### config.mk
export PLATFORM = sky130hd
export DESIGN_NAME = bbc_micro_ram_arbiter
export DESIGN_NICKNAME = d
export VERILOG_FILES = /design/src/rtl/bbc_micro_ram_types.sv /design/src/rtl/bbc_micro_ram_response_pipe.sv /design/src/rtl/bbc_micro_ram_arbiter.sv
export SDC_FILE = /design/constraint.sdc
export NUM_CORES = 1
export LEC_CHECK = 0
export ABC_AREA = 1
export CAP_MARGIN = 30
export CORE_UTILIZATION = 40
export CTS_CLUSTER_DIAMETER = 40
export DETAILED_ROUTE_END_ITERATION = 8
export GPL_TIMING_DRIVEN = 0
export PLACE_DENSITY = 0.76
export SLEW_MARGIN = 20
export SYNTH_ARGS = -nofsm -noshare
export SYNTH_HDL_FRONTEND = slang
export SYNTH_SLANG_ARGS = --single-unit
### constraint.sdc
create_clock -name clk -period 1.3 [get_ports clk]
set_input_delay 0.26 -clock clk [delete_from_list [all_inputs] [get_ports clk]]
set_output_delay 0.26 -clock clk [all_outputs]
set_load 0.02 [all_outputs]
### src/rtl/bbc_micro_ram_types.sv
// bbc_micro_ram_types: shared types for the BBC micro main-RAM arbiter.
// Provides the access owner enum, the SRAM request record and the
// response tag that travels down the read-latency delay line.
package bbc_micro_ram_types;

    typedef enum logic [1:0] {
        RAM_OWNER_NONE,
        RAM_OWNER_VIDEO,
        RAM_OWNER_CPU,
        RAM_OWNER_HOST
    } t_ram_owner;

    typedef struct packed {
        logic        valid;
        logic        read_not_write;
        logic [15:0] address;
        logic [7:0]  write_data;
    } t_ram_request;

    typedef struct packed {
        t_ram_owner owner;
        logic       read_not_write;
    } t_ram_tag;

    localparam t_ram_request REQ_NONE = '0;
    localparam t_ram_tag     TAG_NONE = '{owner: RAM_OWNER_NONE, read_not_write: 1'b0};

endpackage

### src/rtl/bbc_micro_ram_response_pipe.sv
// bbc_micro_ram_response_pipe: LATENCY-deep delay line for access owner tags.
// Ports: clk, clk__enable (advance only when high), reset_n (async, active low),
//        tag_in (tag of the access granted this cycle),
//        tag_out (tag whose SRAM read data is on the bus this cycle).
module bbc_micro_ram_response_pipe
    import bbc_micro_ram_types::*;
#(
    parameter int LATENCY = 1
) (
    input  logic     clk,
    input  logic     clk__enable,
    input  logic     reset_n,
    input  t_ram_tag tag_in,
    output t_ram_tag tag_out
);

    t_ram_tag stages [LATENCY];

    always_ff @(posedge clk or negedge reset_n) begin
        if (!reset_n) begin
            for (int i = 0; i < LATENCY; i++) stages[i] <= TAG_NONE;
        end else if (clk__enable) begin
            stages[0] <= tag_in;
            for (int i = 1; i < LATENCY; i++) stages[i] <= stages[i-1];
        end
    end

    assign tag_out = stages[LATENCY-1];

endmodule

### src/rtl/bbc_micro_ram_arbiter.sv
// bbc_micro_ram_arbiter: shares the 8-bit main SRAM between video, CPU and host.
// Ports: clk/clk__enable/reset_n; video_enable and cpu_enable slot strobes;
//        video_req__*, cpu_req__*, host_req__* requests; sram_req__* registered
//        SRAM access and sram_read_data return; per-requester read data and
//        valid/ack pulses; host_busy (host access in flight); cpu_overrun (sticky).
module bbc_micro_ram_arbiter
    import bbc_micro_ram_types::*;
#(
    parameter int READ_LATENCY = 1
) (
    input  logic        clk,
    input  logic        clk__enable,
    input  logic        reset_n,
    input  logic        video_enable,
    input  logic        cpu_enable,
    input  logic        video_req__valid,
    input  logic [14:0] video_req__address,
    input  logic        cpu_req__valid,
    input  logic        cpu_req__read_not_write,
    input  logic [15:0] cpu_req__address,
    input  logic [7:0]  cpu_req__write_data,
    input  logic        host_req__valid,
    input  logic        host_req__read_not_write,
    input  logic [15:0] host_req__address,
    input  logic [7:0]  host_req__write_data,
    input  logic [7:0]  sram_read_data,
    output logic        sram_req__valid,
    output logic        sram_req__read_not_write,
    output logic [15:0] sram_req__address,
    output logic [7:0]  sram_req__write_data,
    output logic [7:0]  video_read_data,
    output logic        video_read_data_valid,
    output logic [7:0]  cpu_read_data,
    output logic        cpu_read_data_valid,
    output logic [7:0]  host_read_data,
    output logic        host_ack,
    output logic        host_busy,
    output logic        cpu_overrun
);

    logic         cpu_pending;
    t_ram_request cpu_held;
    t_ram_request video_in, cpu_in, host_in, grant;
    t_ram_owner   grant_owner;
    t_ram_tag     resp;
    logic         video_go, cpu_new, host_go;

    assign video_go = video_enable & video_req__valid;
    assign cpu_new  = cpu_enable & cpu_req__valid;
    assign host_go  = host_req__valid & !host_busy;

    assign video_in = '{1'b1, 1'b1, {1'b0, video_req__address}, 8'h00};
    assign cpu_in   = '{1'b1, cpu_req__read_not_write, cpu_req__address, cpu_req__write_data};
    assign host_in  = '{1'b1, host_req__read_not_write, host_req__address, host_req__write_data};

    // A deferred CPU access goes ahead of everything so the CPU loses at most one slot.
    assign grant = cpu_pending ? cpu_held : video_go ? video_in : cpu_new ? cpu_in :
                   host_go ? host_in : REQ_NONE;
    assign grant_owner = cpu_pending ? RAM_OWNER_CPU : video_go ? RAM_OWNER_VIDEO :
                         cpu_new ? RAM_OWNER_CPU : host_go ? RAM_OWNER_HOST : RAM_OWNER_NONE;

    bbc_micro_ram_response_pipe #(.LATENCY(READ_LATENCY)) response_pipe (
        .clk         (clk),
        .clk__enable (clk__enable),
        .reset_n     (reset_n),
        .tag_in      ('{owner: grant_owner, read_not_write: grant.read_not_write}),
        .tag_out     (resp)
    );

    always_ff @(posedge clk or negedge reset_n) begin
        if (!reset_n) begin
            sram_req__valid          <= 1'b0;
            sram_req__read_not_write <= 1'b0;
            sram_req__address        <= '0;
            sram_req__write_data     <= '0;
            video_read_data          <= '0;
            video_read_data_valid    <= 1'b0;
            cpu_read_data            <= '0;
            cpu_read_data_valid      <= 1'b0;
            host_read_data           <= '0;
            host_ack                 <= 1'b0;
            host_busy                <= 1'b0;
            cpu_overrun              <= 1'b0;
            cpu_pending              <= 1'b0;
            cpu_held                 <= REQ_NONE;
        end else if (clk__enable) begin
            sram_req__valid <= grant.valid;
            if (grant.valid) begin
                sram_req__read_not_write <= grant.read_not_write;
                sram_req__address        <= grant.address;
                sram_req__write_data     <= grant.write_data;
            end
            // Capture only when video steals the CPU slot; a second CPU request
            // arriving while one is held is dropped and flagged.
            cpu_pending <= !cpu_pending & video_go & cpu_new;
            if (!cpu_pending) cpu_held <= cpu_in;
            cpu_overrun <= cpu_overrun | (cpu_pending & cpu_new);
            host_busy <= (host_busy & (resp.owner != RAM_OWNER_HOST)) | (grant_owner == RAM_OWNER_HOST);
            video_read_data_valid <= (resp.owner == RAM_OWNER_VIDEO) & resp.read_not_write;
            cpu_read_data_valid   <= (resp.owner == RAM_OWNER_CPU) & resp.read_not_write;
            host_ack              <= resp.owner == RAM_OWNER_HOST;
            if ((resp.owner == RAM_OWNER_VIDEO) & resp.read_not_write) video_read_data <= sram_read_data;
            if ((resp.owner == RAM_OWNER_CPU) & resp.read_not_write) cpu_read_data <= sram_read_data;
            if ((resp.owner == RAM_OWNER_HOST) & resp.read_not_write) host_read_data <= sram_read_data;
        end
    end

endmodule
==> reports/metrics.yaml, run 1 <==
run_status:
  outcome: "finished, violations left"
  violations: "negative setup slack"
place:
  io_buffer_count: 133
  dp_slack_ns: -0.562
  hpwlAfterDp_um: 8770
  place_area_um2: 5630
  gp_congestion: 0.814
synthesis:
  syn_nets: 653
  yosys_most_used_dff: "dfrtp_1"
  synthesis.instances: 572
  yosysWarnings: 0
  synth_area_um2: 4120
  yosysMostFrequentCell: "nand2_1"
  ys_ff_latch: 85
  ys_top_cells_by_area: "dfrtp_1, nand2_1, nand4_1"
  ys_seq_area_frac: 0.517
  syn_avg_cell_area_um2: 7.20
  yosysTopAreaCell: "dfrtp_1"
  synth_edf_count: 0
  synth.top_cell.area_share: 0.517
  ys_async_sr_fraction: 1.00
  synth_cell_types: 20
  synthTopCellsByCount: "nand2_1, dfrtp_1, nor2_1"
cells_and_area:
  ff_latch_area_um2: 2130
  final_area_um2: 5830
  drive_gt1_frac: 0.180
  antenna_cells: 0
  multi_input_area_um2: 1780
  area_growth_pct: 41.5
  fin_nets: 809
  fillers: 931
floorplanning:
  fp.dieW_um: 103
  initial_core_util: 0.417
  die_height_um: 103
  design.core.area_um2: 9860
  rows: 36
  io_pins: 136
  dieArea_um2: 10700
global_routing:
  grt_pass1_vias: 4169
  grt_usage: 0.248
  grt_pass1_wl_um: 20000
  antenna_found_initial: 0
  grt_max_degree: 52
  overflow: 0
setup_path:
  path_class: "input pin to flop"
  cp-end-kind: "flop"
  worstPathRequired_ns: 1.56
  cp_max_fo: 9
  startpoint_type: "input pin"
  arrival_ns: 1.58
sta:
  slew_viol_final: 0
  slew_headroom: 0.562
  fin_crit_ns: 1.32
  worst_pin_slew_ns: 0.657
  final.period_utilization: 1.02
  fin_ws_ns: -0.0225
  clock_skew_ns: 0.0105
  setup_viol: 7
  rsz0062_at_grt: "true"
  hold_violations: 0
  fmax_mhz: 756
pwr:
  total_power_mw: 8.96
  power.density_nw_per_um2: 1540
  p_leak_nw: 3.24
  vdd_drop_max_mv: 0.920
clock_network:
  clk_pin_slew_ns: 0.09
  clk_latency_ns: 0.36
  cts_max_path_buffers: 2
  cts_buffers: 9
  cts_tree: "built"
  cts_root_buffer: "clkbuf_8"
  cts.sinks: 85
  h-tree-depth: 3
route:
  route.detailed.drc: 0
  avgViaCountPerCell: 4.80
  wl_met1_um: 5450
  avgRoutedWirePerCell_um: 14.4
  wl_met3_um: 750
  route.met2.wl_um: 6020
  routed_wl_um: 12400
  antenna_left: 0
  drtIter0Drc: 216
  vias: 4160
  top_layer_used: "met4"
  drt-pass1-iter-count: 5
job:
  maxCapViolCount: 0
worst_hold_path:
  hold_path.class: "input pin to flop"
[layout by cell type (no fill, tap or decap), types with 6 or more instances in the layout]
| cell type | count |
|---|---|
| nand2_1 | 324 |
| dfrtp_1 | 84 |
| clkdlybuf4s50_1 | 77 |
| buf_2 | 46 |
| nor2_1 | 28 |
| inv_1 | 26 |
| nand4_1 | 26 |
| o21ai_0 | 24 |
| buf_4 | 15 |
| clkdlybuf4s15_2 | 11 |
| clkbuf_2 | 9 |
| clkbuf_8 | 9 |
| inv_2 | 6 |
[registers in the layout (all words and copies together), names as in the netlist]
register	flops
cpu_read_data_valid	1
sram_req__address	16
cpu_held	26
cpu_overrun	1
host_read_data	8
response_pipe.tag_out	3
host_busy	1
sram_req__valid	1
video_read_data_valid	1
sram_req__read_not_write	1
video_read_data	8
sram_req__write_data	8
host_ack	1
cpu_pending	1
cpu_read_data	8
[power by group]
part	leakage, nW	internal (mW)	switching [mW]	total [mW]
clock network	0.0907	0.742	1.09	1.84
registers	1.07	3.35	0.404	3.75
logic	2.08	1.29	2.08	3.37
[metrics by stage]
stage	hold WS, ns	utilization	setup TNS, ns	std cells
6_report	0.158	0.591	-0.0646	866
5_1_grt	0.160	0.591	-2.02	866
4_1_cts	0.150	0.611	0	866
3_5_place_dp	0.338	0.571	-19.83	839
3_3_place_gp	0.441	0.569	-278.56	838
2_1_floorplan	-0.0356	-	0	572
[what timing repair did]
action | 4_1_cts | 5_1_grt
pin swaps | 2 | 3
setup buffers | 9 | 0
setup endpoints to repair | 112 | 102
endpoints found under the hold margin | 50 | 0
cloned | 1 | 0
resized for setup | 189 | 73
hold buffers | 1 | 0
[metal layers]
| metal | track usage | vias up |
|---|---|---|
| met1 | 0.311 | 1922 |
| met5 | 0 | - |
| met2 | 0.436 | 146 |
| met4 | 0.0899 | 0 |
| li1 | - | 2078 |
| met3 | 0.0370 | 14 |
[worst paths after layout]
path | start | slack, ns | depth (start not counted) | end
hold / removal | clk__enable | 0.16 | 2 | cpu_pending
max in group asynchronous | reset_n | 0.20 | 3 | host_busy
min in group asynchronous | reset_n | 0.47 | 2 | cpu_held[7]
setup / recovery | cpu_req__valid | -0.02 | 9 | sram_req__address[11]
hold reg to reg | cpu_held[25] | 0.48 | 2 | cpu_held[25]
setup reg to reg | cpu_pending | -0.02 | 8 | sram_req__address[11]
[cell type report]
| class | count | area share |
|---|---|---|
| Tap cell | 133 | 0.0286 |
| Multi-Input combinational cell | 425 | 0.305 |
| Inverter | 34 | 0.0228 |
| Buffer | 28 | 0.0346 |
| Sequential cell | 85 | 0.365 |
| Timing Repair Buffer | 145 | 0.211 |
| Clock buffer | 9 | 0.0213 |
| Clock inverter | 7 | 0.0109 |
[cells by family after synthesis]
logic type / after synthesis / synth area share
buf+inv: 62 / 0.0641
compound gates: 33 / 0.0438
simple gates: 392 / 0.376
flops: 85 / 0.517
[worst max-delay path: stages]
cell	delay, ns
clkdlybuf4s50_1	0.45
nand2_4	0.16
nand2_2	0.10
o21ai_4	0.19
buf_6	0.14
buf_8	0.13
nor2_2	0.03
nand2_1	0.06
nand2_1	0.05
No activity file was read; power rests on OpenSTA's default activity.
==> inputs of run 2 (changes only) <==
--- a/config.mk
+++ b/config.mk
@@ -12,7 +12,8 @@
 export DETAILED_ROUTE_END_ITERATION = 8
 export GPL_TIMING_DRIVEN = 0
 export PLACE_DENSITY = 0.76
-export SLEW_MARGIN = 20
+export RECOVER_POWER = 50
+export SLEW_MARGIN = 40
 export SYNTH_ARGS = -nofsm -noshare
 export SYNTH_HDL_FRONTEND = slang
 export SYNTH_SLANG_ARGS = --single-unit
==> run 2 against run 1 <==
Net effect: the run still ends with negative setup slack left; clock skew barely moved; first-iteration DRC count decreased by 9.3%; routed wire length grew 0.32%; non-clock buffer count stayed put; via count about the same; critical path type unchanged; critical endpoint unchanged; largest power group unchanged.
==> reports/metrics.yaml, run 2 (synthesis gave the netlist of run 1 again) <==
pwr:
  share_comb_of_total_power: 0.377
  switching_share: 0.399
  p_int_mw: 5.38
  power.density_nw_per_um2: 1540
  power_frac_clock: 0.204
  vdd_drop_max_mv: 0.920
  netSwitchingPower_mw: 3.58
  p_seq_frac: 0.419
  p_leak_nw: 3.24
  total_power_mw: 8.96
floorplanning:
  io_pins: 136
  rows: 36
  dieArea_um2: 10700
  design.core.area_um2: 9860
  initial_core_util: 0.417
  die_height_um: 103
  fp.dieW_um: 103
global_routing:
  grt_pass1_vias: 4173
  grt_pass1_wl_um: 20000
  antenna_found_initial: 0
  grt_usage: 0.249
  grt_max_degree: 52
  overflow: 0
sta:
  final.period_utilization: 1.02
  fin_crit_ns: 1.33
  hold_violations: 0
  finalSetupTns_ns: -0.0925
  worst_pin_slew_ns: 0.713
  fin_ws_ns: -0.0271
  fmax_mhz: 754
  slew_viol_final: 0
  slew_headroom: 0.525
  rsz0062_at_grt: "true"
  setup_viol: 10
  clock_skew_ns: 0.0105
place:
  io_buffer_count: 133
  gp_congestion: 0.814
  hpwlAfterDp_um: 8770
  place_area_um2: 5640
  dp_cells: 839
setup_path:
  worstPathRequired_ns: 1.55
  r2r_end: "sram_req__address[11]"
  arrival_ns: 1.58
  startpoint_type: "input pin"
  path_class: "input pin to flop"
  r2r_cells: 8
  cp_max_fo: 9
  cp-end-kind: "flop"
  r2r_start: "cpu_pending"
  r2r_slack_ns: -0.02
run_status:
  outcome: "finished, violations left"
  violations: "negative setup slack"
cells_and_area:
  area_growth_pct: 41.5
  final_cell_mix: "nand2_1, dfrtp_1, clkdlybuf4s50_1, buf_2, nor2_1"
  top_regs: "cpu_held (26), sram_req__address (16)"
  instances_no_fill: 866
  fin_nets: 809
  final_area_um2: 5830
  drive_gt1_frac: 0.180
  largest_register: "cpu_held"
  layout_commonest_cell: "nand2_1"
  largest_reg_flops: 26
  fillers: 934
  antenna_cells: 0
clock_network:
  h-tree-depth: 3
  cts.sinks: 85
  cts_max_path_buffers: 2
  cts_buffers: 9
  clk_pin_slew_ns: 0.09
  cts_tree: "built"
  cts_root_buffer: "clkbuf_8"
  clk_latency_ns: 0.36
worst_hold_path:
  hold_path.class: "input pin to flop"
  hold_path_end: "cpu_pending"
  hold_depth: 2
  min_from: "clk__enable"
job:
  maxCapViolCount: 0
route:
  drtIter0Drc: 196
  routed_wl_um: 12500
  route.detailed.drc: 0
  antenna_left: 0
  vias: 4164
  avgViaCountPerCell: 4.81
  drt-pass1-iter-count: 5
  avgRoutedWirePerCell_um: 14.4
[run 2: cell types whose count changed in the layout (fill, tap and decap cells not counted), sizes merged]
cell,change
clkbuf,+1
buf,-1
[run 2: per-layer routing]
metal  vias up  global-route usage  wire (um)
met2       130               0.437       6120
met5         -                   0          0
met4         0              0.0899        203
met1      1944               0.311       5470
li1       2076                   -          -
met3        14              0.0370        677
[run 2: worst max-delay path by stage]
| stage | to | from | slack [ns] | cells past startpoint |
|---|---|---|---|---|
| floorplan | sram_req__address[1] | host_busy | 0.03 | 8 |
| global placement | host_busy | reset_n | -3.37 | 1 |
| detailed placement | sram_req__address[13] | video_enable | -0.56 | 8 |
| CTS | sram_req__address[8] | sram_req__address[8] | 0.00002 | 1 |
| global route | sram_req__write_data[1] | cpu_pending | -0.08 | 7 |
| finish | sram_req__address[11] | cpu_req__valid | -0.03 | 9 |
[run 2: power groups by stage]
stage / sequential [mW] / clock (mW) / combinational [mW]
3_3_place_gp: 3.78 / 0 / 3.65
6_report: 3.75 / 1.83 / 3.38
3_5_place_dp: 3.79 / 0 / 3.73
5_1_grt: 3.84 / 1.97 / 3.72
4_1_cts: 3.77 / 1.87 / 3.67
2_1_floorplan: 4.50 / 0 / 1.08
[run 2: cell type report]
cell class | count | area, um2 | area share
timing repair buffer | 145 | 1230 | 0.211
sequential | 85 | 2130 | 0.365
buffer | 28 | 201 | 0.0346
clock inverter | 7 | 63.8 | 0.0109
tap | 133 | 166 | 0.0286
multi-input combinational | 425 | 1780 | 0.305
clock buffer | 9 | 124 | 0.0213
inverter | 34 | 133 | 0.0228
[run 2: critical path, stage by stage]
cell	delay (ns)
clkdlybuf4s50_1	0.45
nand2_4	0.16
nand2_2	0.10
o21ai_4	0.19
buf_6	0.14
buf_8	0.13
nor2_2	0.04
nand2_1	0.06
nand2_1	0.05
[run 2: through the flow]
step / hold slack, ns / setup slack, ns / util
after floorplan: -0.0356 / 0.0328 / -
after global placement: 0.441 / -3.37 / 0.569
after detailed placement: 0.237 / -0.562 / 0.572
after CTS: 0.150 / 0.0000216 / 0.612
after global routing: 0.160 / -0.0798 / 0.591
final: 0.160 / -0.0271 / 0.591
[run 2: timing repair]
action | CTS | global route
hold buffers | 1 | 0
pin swaps | 2 | 3
resized for setup | 189 | 73
endpoints found under the hold margin | 50 | 0
cloned | 1 | 0
setup endpoints to repair | 112 | 102
buffers inserted | 9 | 0
==> inputs of run 3 (changes only) <==
--- a/config.mk
+++ b/config.mk
@@ -7,11 +7,11 @@
 export LEC_CHECK = 0
 export ABC_AREA = 1
 export CAP_MARGIN = 30
-export CORE_UTILIZATION = 40
+export CORE_UTILIZATION = 42
 export CTS_CLUSTER_DIAMETER = 40
 export DETAILED_ROUTE_END_ITERATION = 8
 export GPL_TIMING_DRIVEN = 0
-export PLACE_DENSITY = 0.76
+export PLACE_DENSITY = 0.79
 export RECOVER_POWER = 50
 export SLEW_MARGIN = 40
 export SYNTH_ARGS = -nofsm -noshare
==> run 3 against run 2 <==
Net effect: the flow still finishes with violations (negative setup slack); total power grew 3.6%; worst setup slack worse by 0.10 ns; die area down 4.7%; combinational power grew 7.7%; register-to-register slack got worse by 0.11 ns; hold slack improved by 0.019 ns; routed wire length is 4.6% higher; critical path depth stayed put; design area increased by 6.4%; non-clock buffer count grew 17; fmax down 7.1%; critical endpoint is now sram_req__read_not_write.
==> reports/metrics.yaml, run 3 (synthesis gave the netlist of run 1 again) <==
run_status:
  outcome: "finished, violations left"
  violations: "negative setup slack"
route:
  vias: 4355
  drtIter0Drc: 284
  avgViaCountPerCell: 4.95
  antenna_left: 0
  avgRoutedWirePerCell_um: 14.8
  drt-pass1-iter-count: 5
  routed_wl_um: 13000
  route.detailed.drc: 0
global_routing:
  overflow: 0
  grt_usage: 0.260
  grt_pass1_vias: 4270
  antenna_found_initial: 0
  grt_pass1_wl_um: 20300
  grt_max_degree: 63
cells_and_area:
  final_util: 0.661
  fillers: 825
  drive_gt1_frac: 0.232
  top_regs: "cpu_held (26), sram_req__address (16)"
  largest_register: "cpu_held"
  layout_commonest_cell: "nand2_1"
  final_cell_mix: "nand2_1, dfrtp_1, clkdlybuf4s50_1, buf_2"
  largest_reg_flops: 26
  antenna_cells: 0
  fin_nets: 827
  area_growth_pct: 50.5
clock_network:
  clk_latency_ns: 0.36
  cts.sinks: 85
  cts_root_buffer: "clkbuf_8"
  h-tree-depth: 3
  cts_max_path_buffers: 2
  cts_buffers: 9
  clk_pin_slew_ns: 0.09
  cts_tree: "built"
sta:
  slew_headroom: 0.538
  final.period_utilization: 1.10
  finalSetupTns_ns: -1.20
  setup_viol: 20
  hold_violations: 0
  slew_viol_final: 0
  fin_crit_ns: 1.43
  clock_skew_ns: 0.0160
  worst_pin_slew_ns: 0.693
  fin_ws_ns: -0.129
  hold_ws_ns: 0.179
  rsz0062_at_grt: "true"
  fmax_mhz: 700
place:
  gp_congestion: 0.836
  io_buffer_count: 133
  dp_slack_ns: -0.567
  hpwlAfterDp_um: 8600
pwr:
  total_power_mw: 9.28
  vdd_drop_max_mv: 1.03
  power.density_nw_per_um2: 1500
  p_leak_nw: 3.43
setup_path:
  cp_max_fo: 5
  startpoint_type: "flop"
  path_class: "flop to flop"
  arrival_ns: 1.67
  cp-end-kind: "flop"
  worstPathRequired_ns: 1.54
job:
  maxCapViolCount: 0
floorplanning:
  design.core.area_um2: 9370
  io_pins: 136
  dieArea_um2: 10200
  fp.dieW_um: 101
  rows: 35
  initial_core_util: 0.439
  die_height_um: 101
worst_hold_path:
  hold_path.class: "input pin to flop"
## run 3: cell types whose count changed in the layout (fill, tap and decap cells not counted), sizes merged
cell | before | now
clkdlybuf4s50 | 77 | 75
dlymetal6s2s | 0 | 2
clkinv | 0 | 7
inv | 39 | 34
buf | 68 | 90
clkinvlp | 2 | 1
clkdlybuf4s15 | 11 | 6
## run 3: per-layer routing
| metal | vias to the layer above | wire, um | track usage |
|---|---|---|---|
| met5 | - | 0 | 0 |
| met4 | 0 | 353 | 0.108 |
| met3 | 33 | 947 | 0.0416 |
| met2 | 197 | 6330 | 0.428 |
| met1 | 2011 | 5410 | 0.341 |
| li1 | 2114 | - | - |
## run 3: worst max-delay path, stage by stage, from the launching register on
cell and delay, ns:
dfrtp_2 0.40, inv_4 0.05, nand2_2 0.08, nand2_2 0.08, o21ai_4 0.23, buf_6 0.15, buf_8 0.13, clkinv_8 0.07
nand3_2 0.07, nand2_2 0.04
## run 3: power by group
part | switching [mW] | internal (mW) | total (mW)
clock network | 1.10 | 0.763 | 1.87
registers | 0.422 | 3.35 | 3.77
logic | 2.19 | 1.45 | 3.64
## run 3: area by class of cell
| cell class | count | area [um2] | share of cell area |
|---|---|---|---|
| clock inverter | 7 | 81.3 | 0.0131 |
| timing repair buffer | 165 | 1440 | 0.232 |
| timing repair inverter | 1 | 16.3 | 0.00262 |
| inverter | 34 | 149 | 0.0240 |
| tap | 129 | 161 | 0.0260 |
| clock buffer | 9 | 124 | 0.0200 |
| buffer | 25 | 230 | 0.0371 |
| multi-input combinational | 425 | 1870 | 0.302 |
| sequential | 85 | 2130 | 0.343 |
## run 3: metrics by stage
step / cells / area (um2)
3_3_place_gp: 834 / 5610
3_5_place_dp: 835 / 5640
4_1_cts: 873 / 6210
2_1_floorplan: 572 / 4120
6_report: 880 / 6200
5_1_grt: 880 / 6200
## run 3: final timing paths
path	startpoint	depth (start not counted)	slack [ns]	endpoint
min	clk__enable	2	0.18	cpu_pending
max in group asynchronous	reset_n	3	0.08	host_busy
min in group asynchronous	reset_n	2	0.46	sram_req__write_data[6]
max reg2reg	host_busy	9	-0.13	sram_req__read_not_write
max	host_busy	9	-0.13	sram_req__read_not_write
min reg2reg	cpu_overrun	1	0.48	cpu_overrun
## run 3: repair_timing
action                                 in CTS  in global routing
pin swaps                                  14                 16
hold buffers                                1                  0
endpoints found under the hold margin      23                  0
resized for setup                         209                118
setup buffers                              19                  9
gates cloned                                2                  3
setup endpoints to repair                 105                109
